<file path="src/rtl/display_pkg.sv">
// Shared types, widths and helpers for the 4-digit multiplexed display scanner.
package display_pkg;

    localparam int unsigned DIGITS   = 4;
    localparam int unsigned NIBBLE_W = 4;
    localparam int unsigned DATA_W   = DIGITS * NIBBLE_W;
    localparam int unsigned IDX_W    = 2;
    localparam int unsigned CNT_W    = 16;

    typedef enum logic [1:0] {
        OFF,
        ON,
        GAP
    } state_t;

    // Common-select pattern for the digit at idx.
    function automatic logic [DIGITS-1:0] digit_onehot(input logic [IDX_W-1:0] idx);
        logic [DIGITS-1:0] sel;
        sel      = '0;
        sel[idx] = 1'b1;
        return sel;
    endfunction

    // Index of the most significant nonzero nibble; 0 when the whole value is zero.
    function automatic logic [IDX_W-1:0] top_nonzero_digit(input logic [DATA_W-1:0] v);
        logic [IDX_W-1:0] top;
        top = '0;
        for (int i = 1; i < int'(DIGITS); i++) begin
            if (v[i*NIBBLE_W +: NIBBLE_W] != '0) top = IDX_W'(i);
        end
        return top;
    endfunction

endpackage

</file>
<file path="src/rtl/display_scan_4digit_if.sv">
// Valid/ready value-load channel into the display scanner.
interface display_scan_4digit_if;
    import display_pkg::*;

    logic              value_valid;
    logic [DATA_W-1:0] value_data;
    logic              value_ready;

    modport master (output value_valid, output value_data, input value_ready);
    modport slave  (input value_valid, input value_data, output value_ready);
endinterface

</file>
<file path="src/rtl/display_tick_gen.sv">
// Per-digit ON-time prescaler: counts up while not cleared, flags PRESCALE-1.
module display_tick_gen
    import display_pkg::*;
#(
    parameter int unsigned PRESCALE = 1000
) (
    input  logic clk,
    input  logic rst,
    input  logic clr,
    output logic tc_c
);

    logic [CNT_W-1:0] count;

    always_ff @(posedge clk) begin
        if (rst || clr) count <= '0;
        else            count <= count + CNT_W'(1);
    end

    assign tc_c = (count == CNT_W'(PRESCALE - 1));

endmodule

</file>
<file path="src/rtl/display_scan_4digit.sv">
// Four-digit multiplexed display scanner with a pending/display double buffer.
// Optional leading-zero blanking: define DISPLAY_LEADING_ZERO_BLANK_EN.
module display_scan_4digit
    import display_pkg::*;
#(
    parameter int unsigned PRESCALE = 1000
) (
    input  logic                  clk,
    input  logic                  rst,
    input  logic                  scan_en,
    display_scan_4digit_if.slave  value,
    output logic [NIBBLE_W-1:0]   digit_nibble,
    output logic [DIGITS-1:0]     digit_en,
    output logic                  digit_blank
);

    state_t              state, state_nxt;
    logic [IDX_W-1:0]    index, index_nxt;
    logic [DATA_W-1:0]   pending_data, pending_data_nxt;
    logic [DATA_W-1:0]   display_reg, display_nxt;
    logic                pending_full, pending_full_nxt;
    logic [DIGITS-1:0]   digit_en_nxt;
    logic [NIBBLE_W-1:0] digit_nibble_nxt;
    logic                tc_c;
    logic                cnt_clr_c;
    logic                xfer_c;
    logic                boundary_c;

    assign value.value_ready = !pending_full && !rst;
    assign xfer_c            = value.value_valid && value.value_ready;

    display_tick_gen #(
        .PRESCALE (PRESCALE)
    ) u_tick (
        .clk  (clk),
        .rst  (rst),
        .clr  (cnt_clr_c),
        .tc_c (tc_c)
    );

    // Next-state, double-buffer and output decode.
    always_comb begin
        state_nxt        = state;
        index_nxt        = index;
        pending_data_nxt = pending_data;
        pending_full_nxt = pending_full;
        display_nxt      = display_reg;
        boundary_c       = 1'b0;

        case (state)
            OFF: begin
                index_nxt = '0;
                if (scan_en) state_nxt = ON;
            end
            ON: begin
                if (!scan_en) begin
                    state_nxt = OFF;
                    index_nxt = '0;
                end else if (tc_c) begin
                    state_nxt = GAP;
                end
            end
            GAP: begin
                if (!scan_en) begin
                    state_nxt = OFF;
                    index_nxt = '0;
                end else begin
                    state_nxt  = ON;
                    index_nxt  = index + IDX_W'(1);
                    boundary_c = (index == IDX_W'(DIGITS - 1));
                end
            end
            default: begin
                state_nxt = OFF;
                index_nxt = '0;
            end
        endcase

        // A load and a copy never coincide: loading needs pending empty, copying needs it full.
        if (xfer_c) begin
            pending_data_nxt = value.value_data;
            pending_full_nxt = 1'b1;
        end else if (boundary_c && pending_full) begin
            display_nxt      = pending_data;
            pending_full_nxt = 1'b0;
        end

        // Counter restarts at 0 on every entry into ON.
        cnt_clr_c = (state != ON) || (state_nxt != ON);

        digit_en_nxt     = (state_nxt == ON) ? digit_onehot(index_nxt) : '0;
        digit_nibble_nxt = (state_nxt == ON) ? display_nxt[{index_nxt, 2'b00} +: NIBBLE_W] : '0;
    end

    always_ff @(posedge clk) begin
        if (rst) begin
            state        <= OFF;
            index        <= '0;
            pending_data <= '0;
            pending_full <= 1'b0;
            display_reg  <= '0;
            digit_en     <= '0;
            digit_nibble <= '0;
        end else begin
            state        <= state_nxt;
            index        <= index_nxt;
            pending_data <= pending_data_nxt;
            pending_full <= pending_full_nxt;
            display_reg  <= display_nxt;
            digit_en     <= digit_en_nxt;
            digit_nibble <= digit_nibble_nxt;
        end
    end

`ifdef DISPLAY_LEADING_ZERO_BLANK_EN
    logic digit_blank_nxt;

    // Blank lit digits above the most significant nonzero nibble; digit 0 always shows.
    always_comb begin
        digit_blank_nxt = (state_nxt == ON) && (index_nxt > top_nonzero_digit(display_nxt));
    end

    always_ff @(posedge clk) begin
        if (rst) digit_blank <= 1'b0;
        else     digit_blank <= digit_blank_nxt;
    end
`else
    assign digit_blank = 1'b0;
`endif

endmodule

</file>
<file path="src/flat_wrapper.sv">
// flat-port wrapper written by rule: the top's interface ports become plain ports
module display_scan_4digit_flat import display_pkg::*;
#(
    parameter int unsigned PRESCALE = 1000
)
  (clk, rst, scan_en, digit_nibble, digit_en, digit_blank, value_value_valid, value_value_data, value_value_ready);
  display_scan_4digit_if value_i ();
  input  logic clk;
  input  logic rst;
  input  logic scan_en;
  output logic [NIBBLE_W-1:0] digit_nibble;
  output logic [DIGITS-1:0] digit_en;
  output logic digit_blank;
  input wire logic [$bits(value_i.value_valid)-1:0] value_value_valid;
  input wire logic [$bits(value_i.value_data)-1:0] value_value_data;
  output wire logic [$bits(value_i.value_ready)-1:0] value_value_ready;
  assign value_i.value_valid = value_value_valid;
  assign value_i.value_data = value_value_data;
  assign value_value_ready = value_i.value_ready;
  display_scan_4digit #(.PRESCALE(PRESCALE)) u_core (.clk(clk), .rst(rst), .scan_en(scan_en), .value(value_i), .digit_nibble(digit_nibble), .digit_en(digit_en), .digit_blank(digit_blank));
endmodule
</file>
<file path="config.mk">
export PLATFORM = sky130hd
export DESIGN_NAME = display_scan_4digit_flat
export DESIGN_NICKNAME = d
export VERILOG_FILES = /design/src/rtl/display_pkg.sv /design/src/rtl/display_scan_4digit_if.sv /design/src/rtl/display_tick_gen.sv /design/src/rtl/display_scan_4digit.sv /design/src/flat_wrapper.sv
export SDC_FILE = /design/constraint.sdc
export NUM_CORES = 1
export LEC_CHECK = 0
export CAP_MARGIN = 20
export CORE_ASPECT_RATIO = 1.5
export CORE_UTILIZATION = 48
export CTS_BUF_LIST = sky130_fd_sc_hd__clkbuf_8
export CTS_CLUSTER_SIZE = 14
export DETAILED_ROUTE_END_ITERATION = 12
export HOLD_SLACK_MARGIN = 0.06
export PLACE_DENSITY = 0.68
export SLEW_MARGIN = 20
export SYNTH_ARGS = -nofsm -noshare
export SYNTH_HDL_FRONTEND = slang
export SYNTH_SLANG_ARGS = --single-unit
export TNS_END_PERCENT = 10
</file>
<file path="constraint.sdc">
create_clock -name clk -period 2.06 [get_ports clk]
set_input_delay 0.206 -clock clk [delete_from_list [all_inputs] [get_ports clk]]
set_output_delay 0.206 -clock clk [all_outputs]
set_load 0.1 [all_outputs]
</file>
==> results.toml <==
[setup_path]
crit_chain = "inv_1 -> ha_1 -> buf_4 -> and4_1 -> buf_4 -> nand2_1 -> a21oi_1 -> o21ai_0 -> a21oi_1"
max_stage_delay_ps = 370
r2r-end = "u_core.digit_nibble[1]"
crit_required_ps = 2260
reg2regPathDepth = 9
critPathKind = "reg2reg"
startpoint = "u_core.state[0]"
r2r_slack_ps = 80
crit_path_end_kind = "register"
cpLargestDelayFamily = "compound AO/OA/AOI/OAI gates"
cp-start-kind = "register"
worstPathArrival_ps = 2180
crit_fanout = 13
worst-path-buf-inv = 3
crit_slowest_cell = "dfxtp_1"
r2r-start = "u_core.state[0]"

[synthesis]
synth_cells = 299
synth.distinct_cells = 35
synth_top_cell_by_area = "dfxtp_1"
synthesis.nets = 325
ys_seq_area_frac = 0.4791
ys_seq_elements = 61
synth_area_leaders = "dfxtp_1, nand2_1, a21oi_1"
ys_warn_count = 0
yosysTopAreaCellShare = 0.4791
syn-cell-area_sq_um = 2549
syn_avg_cell_area_sq_um = 8.524

[floorplan]
die_area_sq_um = 5611
die_height_um = 91.25
row_count = 32
die_x_um = 61.50
ioPinCount = 30
core_area_sq_um = 5125
start_util = 0.4973

[sta]
setup_viol = 0
timing.fmax_ghz = 0.5049
drv_slew = 0
setup_tns_ps = 0
fin_worst_skew_ps = 5.723
rsz0062_at_grt = "no"
min_period_over_period = 0.9614
finalCriticalPeriod_ps = 1981
hold_violations = 0
fin_ws_ps = 79.44

[layout]
fin_nets = 365
area_delta_synth_final_pct = 23.91
fillerInstances = 499
layout.cells.most_common = "dfxtp_1"
final_cell_mix = "dfxtp_1, nand2_1, a21oi_1"
diodes = 0
stdcell_area_sq_um = 3158
drive_gt1_frac = 0.1744

[grt]
globalRoute.totalOverflow = 0
grt_pass1_vias = 2051
grtUsageTotal = 0.2060
grt_max_degree = 35
antenna_found_initial = 0
grt_pass1_wl_mm = 8.514

[power]
comb_power_share = 0.077
seqPwrFrac = 0.528
peakVddDrop_uv = 576.3
power_switching_mw = 0.5370
intPower_mw = 1.780
sw_frac_of_total = 0.2318
p_leak_nw = 1.144
power_density_nw_per_um2 = 733.7
power_mw = 2.317
clkPwrFrac = 0.396

[drt]
drtIter0Drc = 77
drc_errors = 0
drt-wirelength-per-cell_um = 12.29
drt_wl_total_mm = 5.065
first_pass_iters = 4
viasPerCell = 5.049
ant_nets = 0
vias = 2080

[min_path]
min_from = "value_value_data[15]"
whs_endpoint = "u_core.pending_data[15]"
hold_class = "in2reg"
holdPathStages = 3

[run]
drv_cap = 0

[placed_design]
hpwl_mm = 3.646
place_ws_ps = 22.25
dpl_cell_area_sq_um = 2945
numPortBuffers = 28
gp_congestion = 0.8143

[outcome]
status = "complete, no violations"

[cts]
cts_sinks = 61
h-tree-depth = 3
cts_tree = "done"
clkLatencyLatePin_ps = 330
cts-root-buf = "clkbuf_8"
cts_made_buffers = 9
clock_path_buffers = 2
ctsHoldBuffers = 0
clkSlewWorstSetupHoldPaths_ps = 60
## per-stage QoR
stage,instances,utilization,hold WS [ps]
6_report,412,0.6162,427.3
5_1_grt,412,0.6162,420.0
4_1_cts,410,0.6094,409.2
3_5_place_dp,394,0.5747,457.1
3_3_place_gp,394,0.5747,450.9
2_1_floorplan,299,-,314.6
## worst max path at each step
stage / to / slack, ps / cells past startpoint
floorplan: u_core.pending_data[12] / 50 / 5
global placement: u_core.digit_nibble[1] / 40 / 8
detailed placement: u_core.digit_nibble[1] / 20 / 8
CTS: u_core.u_tick.count[15] / 30 / 8
global route: u_core.digit_nibble[1] / 20 / 9
finish: u_core.digit_nibble[1] / 80 / 9
## power groups by stage
stage          clock network, mW  logic, mW  registers [mW]
3_3_place_gp                   0      0.168            1.25
5_1_grt                     1.00      0.193            1.22
2_1_floorplan                  0     0.0884            1.26
3_5_place_dp                   0      0.170            1.25
4_1_cts                    0.954      0.171            1.22
6_report                   0.917      0.177            1.22
## repair_timing
| action | CTS | global route |
|---|---|---|
| endpoints found under the setup margin | 0 | 24 |
| resized for setup | 0 | 3 |
| buffers inserted | 0 | 2 |
| hold endpoints to repair | 0 | 0 |
## routing by layer
metal / global-route usage / part of all wire / wire length [um] / vias up
met4: 0.09630 / 0.016 / 80 / 0
met3: 0.06838 / 0.029 / 149 / 8
met2: 0.3477 / 0.51 / 2563 / 30
met1: 0.2207 / 0.45 / 2271 / 947
li1: - / - / - / 1095
met5: 0 / 0 / 0 / -
## worst register-to-register path, delay by kind of cell (launching register included)
family | cells | cell delay (ps)
AO/OA/AOI/OAI | 3 | 490
adder cells (fa/ha/maj) | 1 | 220
buffers and inverters | 3 | 430
flip-flops | 1 | 370
AND/OR/NAND/NOR | 2 | 340
## cell type report
class | instances | area (sq um) | share of cell area
well taps | 68 | 85.08 | 0.02694
clock inverters | 5 | 26.28 | 0.008320
flip-flops and latches | 61 | 1221 | 0.3867
repair buffers | 45 | 422.9 | 0.1339
inverters | 4 | 15.01 | 0.004754
multi-input cells | 218 | 1236 | 0.3914
clock buffers | 11 | 151.4 | 0.04794
## synth_stat cells
cell,number
dfxtp_1,61
nor3_1,7
xor2_1,9
and3_1,1
a22o_1,1
nand3_1,8
and4_1,3
buf_1,1
xnor2_1,4
buf_12,1
nand4_2,1
buf_4,2
ha_1,6
inv_1,4
and4bb_2,1
nor2b_1,2
o21ai_0,25
nor4b_2,1
clkbuf_1,10
buf_2,2
nor2_1,14
nor4_2,1
nand4_4,1
a21oi_1,38
and2_1,2
conb_1,1
nor2_2,10
a311o_1,1
mux2_2,1
nor4_1,1
nand2b_1,17
nand4_1,5
or3_1,2
a211oi_1,1
nand2_1,54
## cell families after synthesis
kind of cell | synth area share
simple gates | 0.2671
compound gates | 0.1340
flops | 0.4791
buf+inv | 0.03976
xor+xnor | 0.04467
fa+ha+maj | 0.02945
other cells | 0.001471
mux | 0.004418
Power figures use the tool's default switching activity.
